--- src/rtl/sccb_cfg_sequencer_if.sv ---
// Write-request channel between the config sequencer and the shared SCCB/I2C byte-write engine.
interface sccb_cfg_sequencer_if;
  logic       wr_req;
  logic [7:0] wr_addr;
  logic [7:0] wr_reg;
  logic [7:0] wr_data;
  logic       wr_ack;
  logic       wr_done;
  logic       wr_nack;

  modport master (
    output wr_req, wr_addr, wr_reg, wr_data,
    input  wr_ack, wr_done, wr_nack
  );

  modport slave (
    input  wr_req, wr_addr, wr_reg, wr_data,
    output wr_ack, wr_done, wr_nack
  );
endinterface

--- src/rtl/sccb_cfg_sequencer.sv ---
// Walks a {reg,val} camera init table and issues one byte-write per entry, with power-up
// delay, post-soft-reset delay, NACK retry and end-of-table detection.
module sccb_cfg_sequencer #(
  parameter logic [7:0]  SLAVE_ADDR   = 8'h42,
  parameter int          IDX_W        = 8,
  parameter logic [15:0] END_MARKER   = 16'hFFFF,
  parameter logic [7:0]  RST_REG      = 8'h12,
  parameter int          PWRUP_CYCLES = 25000,
  parameter int          SRST_CYCLES  = 25000,
  parameter int          MAX_RETRY    = 3
) (
  input  logic                 iCLK,
  input  logic                 rst,
  input  logic                 start_cfg,
  output logic [IDX_W-1:0]     lut_index,
  input  logic [15:0]          lut_data,
  sccb_cfg_sequencer_if.master wr,
  output logic                 busy,
  output logic                 cfg_done,
  output logic                 cfg_err,
  output logic [7:0]           err_count
);

  localparam int DLY_MAX = (PWRUP_CYCLES > SRST_CYCLES) ? PWRUP_CYCLES : SRST_CYCLES;
  localparam int DLY_W   = $clog2(DLY_MAX + 1);
  localparam logic [IDX_W-1:0] IDX_LAST = '1;

  typedef enum logic [3:0] {
    S_IDLE,
    S_PWRUP,
    S_FETCH,
    S_CHECK,
    S_ISSUE,
    S_WAIT,
    S_SRST_DLY,
    S_DONE,
    S_ERROR
  } state_t;

  state_t           state;
  logic [DLY_W-1:0] dly_cnt;
  logic [3:0]       retry_cnt;
  logic             wr_req_q;
  logic [7:0]       wr_reg_q;
  logic [7:0]       wr_data_q;

  function automatic logic [7:0] sat_inc8(input logic [7:0] v);
    return (v == 8'hFF) ? v : v + 8'd1;
  endfunction

  function automatic logic is_soft_rst(input logic [7:0] r, input logic [7:0] d);
    return (r == RST_REG) && d[7];
  endfunction

  assign wr.wr_req  = wr_req_q;
  assign wr.wr_addr = SLAVE_ADDR;
  assign wr.wr_reg  = wr_reg_q;
  assign wr.wr_data = wr_data_q;

  assign busy = !(state inside {S_IDLE, S_DONE, S_ERROR});

  always_ff @(posedge iCLK) begin
    if (rst) begin
      state     <= S_PWRUP;
      lut_index <= '0;
      wr_req_q  <= 1'b0;
      wr_reg_q  <= 8'd0;
      wr_data_q <= 8'd0;
      cfg_done  <= 1'b0;
      cfg_err   <= 1'b0;
      err_count <= 8'd0;
      retry_cnt <= 4'd0;
      dly_cnt   <= '0;
    end else begin
      case (state)
        S_IDLE, S_DONE, S_ERROR: begin
          wr_req_q <= 1'b0;
          if (start_cfg) begin
            cfg_done  <= 1'b0;
            cfg_err   <= 1'b0;
            err_count <= 8'd0;
            lut_index <= '0;
            retry_cnt <= 4'd0;
            dly_cnt   <= '0;
            state     <= S_PWRUP;
          end
        end

        S_PWRUP: begin
          if (dly_cnt == DLY_W'(PWRUP_CYCLES - 1)) begin
            dly_cnt <= '0;
            state   <= S_FETCH;
          end else begin
            dly_cnt <= dly_cnt + 1'b1;
          end
        end

        // Registered ROM: the entry for lut_index is visible one cycle later, in CHECK.
        S_FETCH: state <= S_CHECK;

        S_CHECK: begin
          if (lut_data == END_MARKER) begin
            cfg_done <= 1'b1;
            state    <= S_DONE;
          end else begin
            wr_reg_q  <= lut_data[15:8];
            wr_data_q <= lut_data[7:0];
            wr_req_q  <= 1'b1;
            state     <= S_ISSUE;
          end
        end

        S_ISSUE: begin
          if (wr.wr_ack) begin
            wr_req_q <= 1'b0;
            state    <= S_WAIT;
          end
        end

        S_WAIT: begin
          if (wr.wr_done) begin
            if (!wr.wr_nack) begin
              retry_cnt <= 4'd0;
              if (is_soft_rst(wr_reg_q, wr_data_q)) begin
                dly_cnt <= '0;
                state   <= S_SRST_DLY;
              end else if (lut_index == IDX_LAST) begin
                cfg_done <= 1'b1;
                state    <= S_DONE;
              end else begin
                lut_index <= lut_index + 1'b1;
                state     <= S_FETCH;
              end
            end else begin
              err_count <= sat_inc8(err_count);
              if (retry_cnt < 4'(MAX_RETRY)) begin
                retry_cnt <= retry_cnt + 4'd1;
                wr_req_q  <= 1'b1;
                state     <= S_ISSUE;
              end else begin
                cfg_err <= 1'b1;
                state   <= S_ERROR;
              end
            end
          end
        end

        S_SRST_DLY: begin
          if (dly_cnt == DLY_W'(SRST_CYCLES - 1)) begin
            dly_cnt <= '0;
            if (lut_index == IDX_LAST) begin
              cfg_done <= 1'b1;
              state    <= S_DONE;
            end else begin
              lut_index <= lut_index + 1'b1;
              state     <= S_FETCH;
            end
          end else begin
            dly_cnt <= dly_cnt + 1'b1;
          end
        end

        default: begin
          wr_req_q <= 1'b0;
          state    <= S_IDLE;
        end
      endcase
    end
  end

endmodule
--- src/flat_wrapper.sv ---
// flat-port wrapper written by rule: the top's interface ports become plain ports
module sccb_cfg_sequencer_flat 
#(
  parameter logic [7:0]  SLAVE_ADDR   = 8'h42,
  parameter int          IDX_W        = 8,
  parameter logic [15:0] END_MARKER   = 16'hFFFF,
  parameter logic [7:0]  RST_REG      = 8'h12,
  parameter int          PWRUP_CYCLES = 25000,
  parameter int          SRST_CYCLES  = 25000,
  parameter int          MAX_RETRY    = 3
)
  (iCLK, rst, start_cfg, lut_index, lut_data, busy, cfg_done, cfg_err, err_count, wr_wr_req, wr_wr_addr, wr_wr_reg, wr_wr_data, wr_wr_ack, wr_wr_done, wr_wr_nack);
  sccb_cfg_sequencer_if wr_i ();
  input  logic iCLK;
  input  logic rst;
  input  logic start_cfg;
  output logic [IDX_W-1:0] lut_index;
  input  logic [15:0] lut_data;
  output logic busy;
  output logic cfg_done;
  output logic cfg_err;
  output logic [7:0] err_count;
  output wire logic [$bits(wr_i.wr_req)-1:0] wr_wr_req;
  output wire logic [$bits(wr_i.wr_addr)-1:0] wr_wr_addr;
  output wire logic [$bits(wr_i.wr_reg)-1:0] wr_wr_reg;
  output wire logic [$bits(wr_i.wr_data)-1:0] wr_wr_data;
  input wire logic [$bits(wr_i.wr_ack)-1:0] wr_wr_ack;
  input wire logic [$bits(wr_i.wr_done)-1:0] wr_wr_done;
  input wire logic [$bits(wr_i.wr_nack)-1:0] wr_wr_nack;
  assign wr_wr_req = wr_i.wr_req;
  assign wr_wr_addr = wr_i.wr_addr;
  assign wr_wr_reg = wr_i.wr_reg;
  assign wr_wr_data = wr_i.wr_data;
  assign wr_i.wr_ack = wr_wr_ack;
  assign wr_i.wr_done = wr_wr_done;
  assign wr_i.wr_nack = wr_wr_nack;
  sccb_cfg_sequencer #(.SLAVE_ADDR(SLAVE_ADDR), .IDX_W(IDX_W), .END_MARKER(END_MARKER), .RST_REG(RST_REG), .PWRUP_CYCLES(PWRUP_CYCLES), .SRST_CYCLES(SRST_CYCLES), .MAX_RETRY(MAX_RETRY)) u_core (.iCLK(iCLK), .rst(rst), .start_cfg(start_cfg), .lut_index(lut_index), .lut_data(lut_data), .wr(wr_i), .busy(busy), .cfg_done(cfg_done), .cfg_err(cfg_err), .err_count(err_count));
endmodule
--- config.mk ---
export PLATFORM = sky130hd
export DESIGN_NAME = sccb_cfg_sequencer_flat
export DESIGN_NICKNAME = d
export VERILOG_FILES = /design/src/rtl/sccb_cfg_sequencer_if.sv /design/src/rtl/sccb_cfg_sequencer.sv /design/src/flat_wrapper.sv
export SDC_FILE = /design/constraint.sdc
export NUM_CORES = 1
export LEC_CHECK = 0
export ABC_CLOCK_PERIOD_IN_PS = 2800
export CELL_PAD_IN_SITES_DETAIL_PLACEMENT = 2
export CELL_PAD_IN_SITES_GLOBAL_PLACEMENT = 2
export CORE_ASPECT_RATIO = 0.8
export CORE_MARGIN = 4
export CORE_UTILIZATION = 33
export DETAILED_ROUTE_END_ITERATION = 16
export HOLD_SLACK_MARGIN = 0.06
export MAX_ROUTING_LAYER = met4
export PLACE_DENSITY = 0.93
export SLEW_MARGIN = 25
export SYNTH_ARGS = -nofsm -noshare
export SYNTH_HDL_FRONTEND = slang
export SYNTH_SLANG_ARGS = --single-unit
--- constraint.sdc ---
create_clock -name iCLK -period 2.8 [get_ports iCLK]
set_input_delay 0.56 -clock iCLK [delete_from_list [all_inputs] [get_ports iCLK]]
set_output_delay 0.56 -clock iCLK [all_outputs]
set_load 0.02 [all_outputs]
---- Word-level counts from Yosys, hierarchy flattened ----
Index checks and enable logic that the tools add are counted.
word-level totals
  bits in registers ....................... 58
  word-level logic and storage cells ...... 116
  output and inout bits ................... 44
  input port bits ......................... 22
operators by class
  multiplexer cells ....................... 51
  eq/ne operators ......................... 28
  add/sub/neg operators ................... 4
  order comparisons ....................... 1
  reductions and logical operators ........ 20
  bitwise gates (word level) .............. 2
operator list
  cell                   count
  $mux 15                5
  $mux 8                 9
  $mux 4                 12
  $pmux 15 s3            1
  $pmux 4 s7             1
  $pmux 8 s3             1
  $reduce_and 5->1       4
  $ne 2x2->1 const B     9
  $add 8x1->8 const B    2
  $eq 16x16->1 const B   1
  $eq 4x3->1 const B     4
  $eq 8x8->1 const B     2
  $pmux 8 s2             1
  $add 15x1->15 const B  1
  $eq 15x15->1 const B   1
  $mux 1                 15
  $reduce_and 6->1       2
  $ne 2x1->1 const B     5
  $reduce_bool 3->1      3
  $eq 4x2->1 const B     2
  $eq 8x5->1 const B     1
  $pmux 1 s4             2
  $pmux 4 s2             1
  $reduce_and 7->1       1
  18 further kinds       20

---- Logic depth before layout (Yosys ltp) ----
Gate-level depths: netlist (run 1).
  depth after elaboration ................. 6
  mapped depth ............................ 8
  gate-level depth less buffers ........... 6

---- Worst setup path after synthesis (run 1) ----
No wires, ideal clock.
  path type ............................... input -> register
  from .................................... input port lut_data[7]
  to ...................................... register u_core.wr_reg_q[1] (netlist: u_core.wr.wr_reg[1])
  data required time ...................... 2.681 ns
  stages on the path ...................... 6
  slack ................................... 0.791 ns
  library setup time ...................... 0.119 ns
  arrival ................................. 1.890 ns
  buffers on the path ..................... 2
  cells stage by stage .................... nand4_1 -> or4_1 -> nor2b_1 -> buf_4 -> buf_4 -> o221a_2
between the ends
  word-level cells in the longest chain between the ends .. 3
RTL lines
  element                     line                       source
  from (decl)                 flat_wrapper.sv:18         input logic [15:0] lut_data;
  $eq 16x16->1                sccb_cfg_sequencer.sv:102  if (lut_data == END_MARKER) begin
  $not 1->1 (no line)         --
  $reduce_and 2->1 (no line)  --
  to (signal assigned)        sccb_cfg_sequencer.sv:106  wr_reg_q <= lut_data[15:8];
  to (decl)                   sccb_cfg_sequencer.sv:44   logic [7:0] wr_reg_q;
Every way passes these cells.
A chain may end at the register's enable or synchronous reset.

---- Worst setup path in the final report (run 1) ----
  from .................................... register u_core.state[0]
  to ...................................... output port busy
between the ends
  word-level cells in the longest chain between the ends .. 3
  elaborated cells between the ends (all ways) .. 5
  classes of those cells .................. eq/ne (2); reduce/logical (3)
RTL lines
  element                                   line                      source
  from (decl)                               sccb_cfg_sequencer.sv:40  state_t state;
  from (signal assigned)                    sccb_cfg_sequencer.sv:64  state <= S_PWRUP;
  from (signal assigned)                    sccb_cfg_sequencer.sv:85  state <= S_PWRUP;
  from (signal assigned)                    sccb_cfg_sequencer.sv:92  state <= S_FETCH;
  $eq 4x3->1, or another cell as far along  sccb_cfg_sequencer.sv:60  assign busy = !(state inside {S_IDLE, S_DONE, S_ERROR});
  $reduce_bool 3->1 *                       sccb_cfg_sequencer.sv:60
  $logic_not 1->1 *                         sccb_cfg_sequencer.sv:60
  to (decl)                                 flat_wrapper.sv:19        output logic busy;
Mark *: on every way between the ends. The rest lies on a longest branch, timed or not.

==> results.tsv, run 1 <==
stage	metric	value	unit
route	routed_wl	13.5	mm
yosys	synth_area_leaders	dfxtp_1 (34%), mux2i_1 (5.0%), nor2_1 (3.6%)	
yosys	yosys_warnings	0	
cts	cts_max_level	3	
worst_setup_path	path_class	flop to output pin	
route	ant_nets	0	
yosys	syn_inst	396	
die	fp.coreArea	0.00981	mm2
run_status	outcome	finished, final reports clean	
final_layout	utilization	0.444	
die	die_area	0.0119	mm2
placement	post-dp-hpwl	9.80	mm
final_layout	fin_nets	478	
min_path	holdCritPathClass	flop to flop	
sta	hold_viol_final	0	
placement	gp_congestion	0.867	
worst_setup_path	cp_max_fo	20	
die	die_w	121	um
route	num_vias	3484	
cts	cts_tree	built	
yosys	syn_area_per_cell	8.51	um2
sta	relSlewSlack	0.473	
yosys	yosysSeqAreaShare	0.344	
power_and_ir_drop	fin_total_pwr	3.58	mW
yosys	synth-main-ff-cell	dfxtp_1	
die	die_h	98.4	um
yosys	synth.top_cell.area_share	0.344	
route	firstDrtPassIters	4	
cts	clk_latency	0.34	ns
worst_setup_path	cp.arrival	2.01	ns
cts	clk_pin_slew_worst_paths	0.06	ns
sta	worstMarginPinSlew	0.771	ns
final_layout	diodes	0	
placement	place.port_buffers	57	
final_layout	drive_gt1_frac	0.125	
global_route	antenna_found_initial	0	
worst_setup_path	required	2.24	ns
sta	final_max_slew_viol_count	0	
cts	ctsHoldBuffers	0	
final_layout	final_cell_area	0.00435	mm2
final_layout	regArea	0.00116	mm2
yosys	synth_cell_types	74	
final_layout	stdcell_count	593	
route	via_per_inst	5.88	
power_and_ir_drop	ir_worst_vdd	0.000340	V
power_and_ir_drop	power_density	822	mW/mm2
die	io_pins	66	
global_route	grt_remaining_overflow	0	
yosys	synth_common_cells	dfxtp_1 (58), nor2_1 (32), nand2_1 (26)	
sta	tns	0	ns
sta	fmax	389	MHz
sta	min_period_over_period	0.919	
die	start_util	0.344	
die	rows	32	
worst_setup_path	crit_path_end_kind	output pin	
yosys	netlist_area	0.00337	mm2
final_layout	largest_register	u_core.dly_cnt	
sta	holdWs	0.446	ns
flow_run	cap_violations	0	
route	drc	0	
placement	dp_cells	577	
placement	place_area	0.00406	mm2
yosys	synth_edf_count	0	
global_route	grt_pass1_vias	3825	
cts	postCtsSetupBuffers	0	
sta	fin_ws	0.227	ns
cts	clk_path_buf_depth	2	
cts	cts_made_buffers	9	
global_route	grt_usage	0.243	
route	drt_iter0_drc	209	
cts	clock_sinks	58	
route	wire_per_inst	22.7	um
global_route	grt_max_degree	22	
sta	rsz0062_at_grt	no	
final_layout	multi_input_area	0.00198	mm2
worst_setup_path	worst_setup_path_start_kind	flop	
sta	fin_skew	0.0105	ns
cts	cts-root-buf	clkbuf_16	
sta	setup_violations	0	
placement	place_ws	0.0233	ns
yosys	synth_area_leader_cell	dfxtp_1	
yosys	postSynth.asyncResetShare	0	
final_layout	fillers	1074	
global_route	grt_pass1_wl	21.8	mm
yosys	yosysMostFrequentCell	dfxtp_1	
yosys	ys_ff_latch	58	
final_layout	areaGrowthSynthToFinish	29.1	%
sta	min_period	2.57	ns
final_layout	largest_reg_flops	15	
power_and_ir_drop	leakagePower	1.47	nW
## final timing paths
kind                               to                start  cells after the start  slack, ns
setup reg to reg  u_core.lut_index[5]    u_core.dly_cnt[0]                      6       0.38
setup / recovery                 busy      u_core.state[0]                      5       0.23
hold reg to reg   u_core.retry_cnt[3]  u_core.retry_cnt[3]                      2       0.45
hold / removal    u_core.retry_cnt[3]  u_core.retry_cnt[3]                      2       0.45
## power by group
part           internal, mW  switching (mW)  leakage (nW)
clock                 0.682           0.411         0.142
sequential            0.918          0.0910         0.470
combinational         0.537           0.939         0.857
## final cells by class
cell class	count	share of cell area
clock inverter	6	0.0132
tap	136	0.0391
timing repair buffer	75	0.162
inverter	14	0.0121
sequential	58	0.267
multi-input combinational	294	0.454
clock buffer	10	0.0526
## cell families after synthesis
family | Yosys count | share of synthesized area
fa+ha+maj | 4 | 0.0148
compound gates | 100 | 0.208
xor+xnor | 8 | 0.0208
buf+inv | 50 | 0.0776
other cells | 2 | 0.00223
simple gates | 156 | 0.277
flops | 58 | 0.344
mux | 18 | 0.0549
## routing by layer
metal	share of wire	global-route usage	wire length [um]	up-vias
met4	0.0094	0.0505	127	0
met3	0.054	0.0834	721	13
met5	0	-	0	-
met1	0.42	0.277	5640	1782
li1	-	-	-	1591
met2	0.52	0.415	6970	98
## critical path: stages, from the launching register on
cell,delay (ns)
dfxtp_1,0.34
buf_4,0.26
nand4b_1,0.18
nand2_2,0.24
inv_1,0.11
clkdlybuf4s50_1,0.55
## placed cells by master (no fill, tap or decap), types with 8 or more instances in the layout
cell type / netlist / final
dfxtp_1: 58 / 58
clkdlybuf4s50_1: 0 / 57
nor2_1: 32 / 32
nand2_1: 26 / 25
a21oi_1: 21 / 21
o21ai_0: 19 / 19
buf_4: 12 / 18
mux2i_1: 17 / 17
inv_1: 14 / 14
nor4_1: 13 / 13
a31oi_1: 13 / 13
nand4_1: 12 / 12
nand3_1: 11 / 11
clkbuf_16: 0 / 9
conb_1: 2 / 8
## timing repair
item / CTS / global route
endpoints found under the setup margin: 0 / 1
hold endpoints to repair: 0 / 0
gates resized for setup: 0 / 1
Power figures use the tool's default switching activity.
==> inputs of run 2 (changes only) <==
--- a/config.mk
+++ b/config.mk
@@ -5,16 +5,16 @@
 export SDC_FILE = /design/constraint.sdc
 export NUM_CORES = 1
 export LEC_CHECK = 0
-export ABC_CLOCK_PERIOD_IN_PS = 2800
+export ABC_CLOCK_PERIOD_IN_PS = 2300
 export CELL_PAD_IN_SITES_DETAIL_PLACEMENT = 2
 export CELL_PAD_IN_SITES_GLOBAL_PLACEMENT = 2
 export CORE_ASPECT_RATIO = 0.8
 export CORE_MARGIN = 4
-export CORE_UTILIZATION = 33
+export CORE_UTILIZATION = 28
 export DETAILED_ROUTE_END_ITERATION = 16
 export HOLD_SLACK_MARGIN = 0.06
 export MAX_ROUTING_LAYER = met4
-export PLACE_DENSITY = 0.93
+export PLACE_DENSITY = 0.83
 export SLEW_MARGIN = 25
 export SYNTH_ARGS = -nofsm -noshare
 export SYNTH_HDL_FRONTEND = slang
==> constraint.sdc (replaced) <==
create_clock -name iCLK -period 2.3 [get_ports iCLK]
set_input_delay 0.46 -clock iCLK [delete_from_list [all_inputs] [get_ports iCLK]]
set_output_delay 0.46 -clock iCLK [all_outputs]
set_load 0.02 [all_outputs]
==> results.tsv, run 2 (same netlist as run 1, synthesis figures left out) <==
stage	metric	value	unit	change
run_status	outcome	finished, final reports clean		unchanged
route	wire_per_inst	20.3	um	was 22.7 um
sta	final_max_slew_viol_count	0		unchanged
cts	clk_latency	0.33	ns	was 0.34 ns
final_layout	largest_reg_flops	15		unchanged
placement	post-dp-hpwl	9.21	mm	was 9.80 mm
cts	cts_made_buffers	9		unchanged
route	drc	0		unchanged
sta	worstMarginPinSlew	0.677	ns	was 0.771 ns
flow_run	cap_violations	0		unchanged
global_route	grt_remaining_overflow	0		unchanged
route	routed_wl	12.8	mm	was 13.5 mm
sta	setup_violations	0		unchanged
die	fp.coreArea	0.0116	mm2	was 0.00981 mm2
sta	fin_skew	0.00779	ns	was 0.0105 ns
cts	cts-root-buf	clkbuf_16		unchanged
final_layout	diodes	0		unchanged
global_route	grt_max_degree	25		was 22
sta	min_period_over_period	0.957		
global_route	grt_usage	0.196		was 0.243
worst_setup_path	required	1.84	ns	was 2.24 ns
final_layout	mostFrequentLayoutCells	clkdlybuf4s50_1 (56), dfxtp_1 (55), buf_4 (43)		was dfxtp_1 (58), clkdlybuf4s50_1 (57), nor2_1 (32)
worst_setup_path	max_stage_delay	0.38	ns	was 0.55 ns
final_layout	utilization	0.394		was 0.444
cts	clk_path_buf_depth	2		unchanged
placement	gp_congestion	0.911		was 0.867
power_and_ir_drop	leakagePower	1.61	nW	was 1.47 nW
route	drt_iter0_drc	227		was 209
cts	clk_pin_slew_worst_paths	0.05	ns	was 0.06 ns
global_route	antenna_found_initial	0		unchanged
power_and_ir_drop	power_density	994	mW/mm2	was 822 mW/mm2
worst_setup_path	worst_setup_path_start_kind	flop		unchanged
global_route	grt_pass1_wl	21.0	mm	was 21.8 mm
sta	rsz0062_at_grt	no		unchanged
sta	relSlewSlack	0.545		was 0.473
route	via_per_inst	5.50		was 5.88
die	die_area	0.0139	mm2	was 0.0119 mm2
final_layout	drive_gt1_frac	0.174		was 0.125
die	die_w	131	um	was 121 um
final_layout	final_cell_area	0.00459	mm2	was 0.00435 mm2
worst_setup_path	crit_chain	buf_4 > or3_4 > nand2_1 > inv_1 > dlygate4sd2_1		was buf_4 > nand4b_1 > nand2_2 > inv_1 > clkdlybuf4s50_1
route	ant_nets	0		unchanged
min_path	holdCritPathClass	flop to flop		unchanged
power_and_ir_drop	ir_worst_vdd	0.000385	V	was 0.000340 V
sta	fmax	454	MHz	
sta	holdWs	0.456	ns	was 0.446 ns
die	rows	35		was 32
route	num_vias	3465		was 3484
worst_setup_path	crit_path_end_kind	output pin		unchanged
route	firstDrtPassIters	4		unchanged
die	start_util	0.289		was 0.344
worst_setup_path	critPathSlowestCell	dfxtp_2		was clkdlybuf4s50_1
cts	cts_tree	built		unchanged
worst_setup_path	ff2ff_setup_slack	0.13	ns	was 0.38 ns
final_layout	largest_register	u_core.dly_cnt		unchanged
die	die_h	106	um	was 98.4 um
final_layout	fin_nets	504		was 478
sta	hold_viol_final	0		unchanged
worst_setup_path	path_class	flop to output pin		unchanged
global_route	grt_pass1_vias	3881		was 3825
final_layout	mostFrequentLayoutCell	clkdlybuf4s50_1		was dfxtp_1
die	io_pins	66		unchanged
cts	postCtsSetupBuffers	0		unchanged
cts	clock_sinks	58		unchanged
cts	cts_max_level	3		unchanged
placement	place_area	0.00429	mm2	was 0.00406 mm2
worst_setup_path	cp.arrival	1.74	ns	was 2.01 ns
worst_setup_path	cp_max_fo	7		was 20
sta	min_period	2.20	ns	
placement	place.port_buffers	57		unchanged
final_layout	areaGrowthSynthToFinish	36.0	%	was 29.1%
power_and_ir_drop	fin_total_pwr	4.56	mW	was 3.58 mW
==> run 2: cell count changes in the layout (fill, tap and decap cells not counted), sizes merged <==
cell / change
dlygate4sd2: +1
clkdlybuf4s50: -1
buf: +26
clkinv: -2
clkbuf: +2
clkinvlp: -1
==> run 2: layer usage <==
| layer | part of all wire | vias up | track usage |
|---|---|---|---|
| met2 | 0.47 | 84 | 0.308 |
| met4 | 0.010 | 0 | 0.0477 |
| li1 | - | 1642 | - |
| met5 | 0 | - | - |
| met1 | 0.48 | 1730 | 0.256 |
| met3 | 0.046 | 9 | 0.0427 |
==> run 2: worst paths after layout <==
path / startpoint / to / depth (start not counted)
max reg2reg: u_core.state[3] / u_core.lut_index[5] / 6
min: u_core.retry_cnt[3] / u_core.retry_cnt[3] / 2
min reg2reg: u_core.retry_cnt[3] / u_core.retry_cnt[3] / 2
max: u_core.state[1] / busy / 5
==> run 2: where the power goes <==
group          switching [mW]  internal [mW]  total [mW]
logic                    1.15          0.827        1.98
registers               0.131           1.12        1.25
clock network           0.466          0.858        1.32
==> run 2: cell type report <==
class	instances	area [um2]
clock buffer	12	246
clock inverter	3	40.0
fill	1300	7060
inverter	14	52.6
multi-input combinational	294	1980
sequential	58	1160
tap	148	185
timing repair buffer	101	912
==> run 2: stage by stage <==
step,instances,setup slack (ns),TNS [ns]
detailed placement,615,-0.345,-6.52
finish,630,0.0992,0
global route,630,0.00845,0
global placement,615,-0.173,-3.16
CTS,630,0.0558,0
floorplan,402,0.391,0
==> run 2: critical path: cells and delay by family, from the launching register on <==
kind,cells,cell delay [ns]
buf+inv,3,0.55
flops,1,0.38
simple gates,2,0.48
==> run 2: what timing repair did <==
item	CTS	global route
hold buffers	0	0
setup endpoints to repair	18	7
resized for setup	3	4
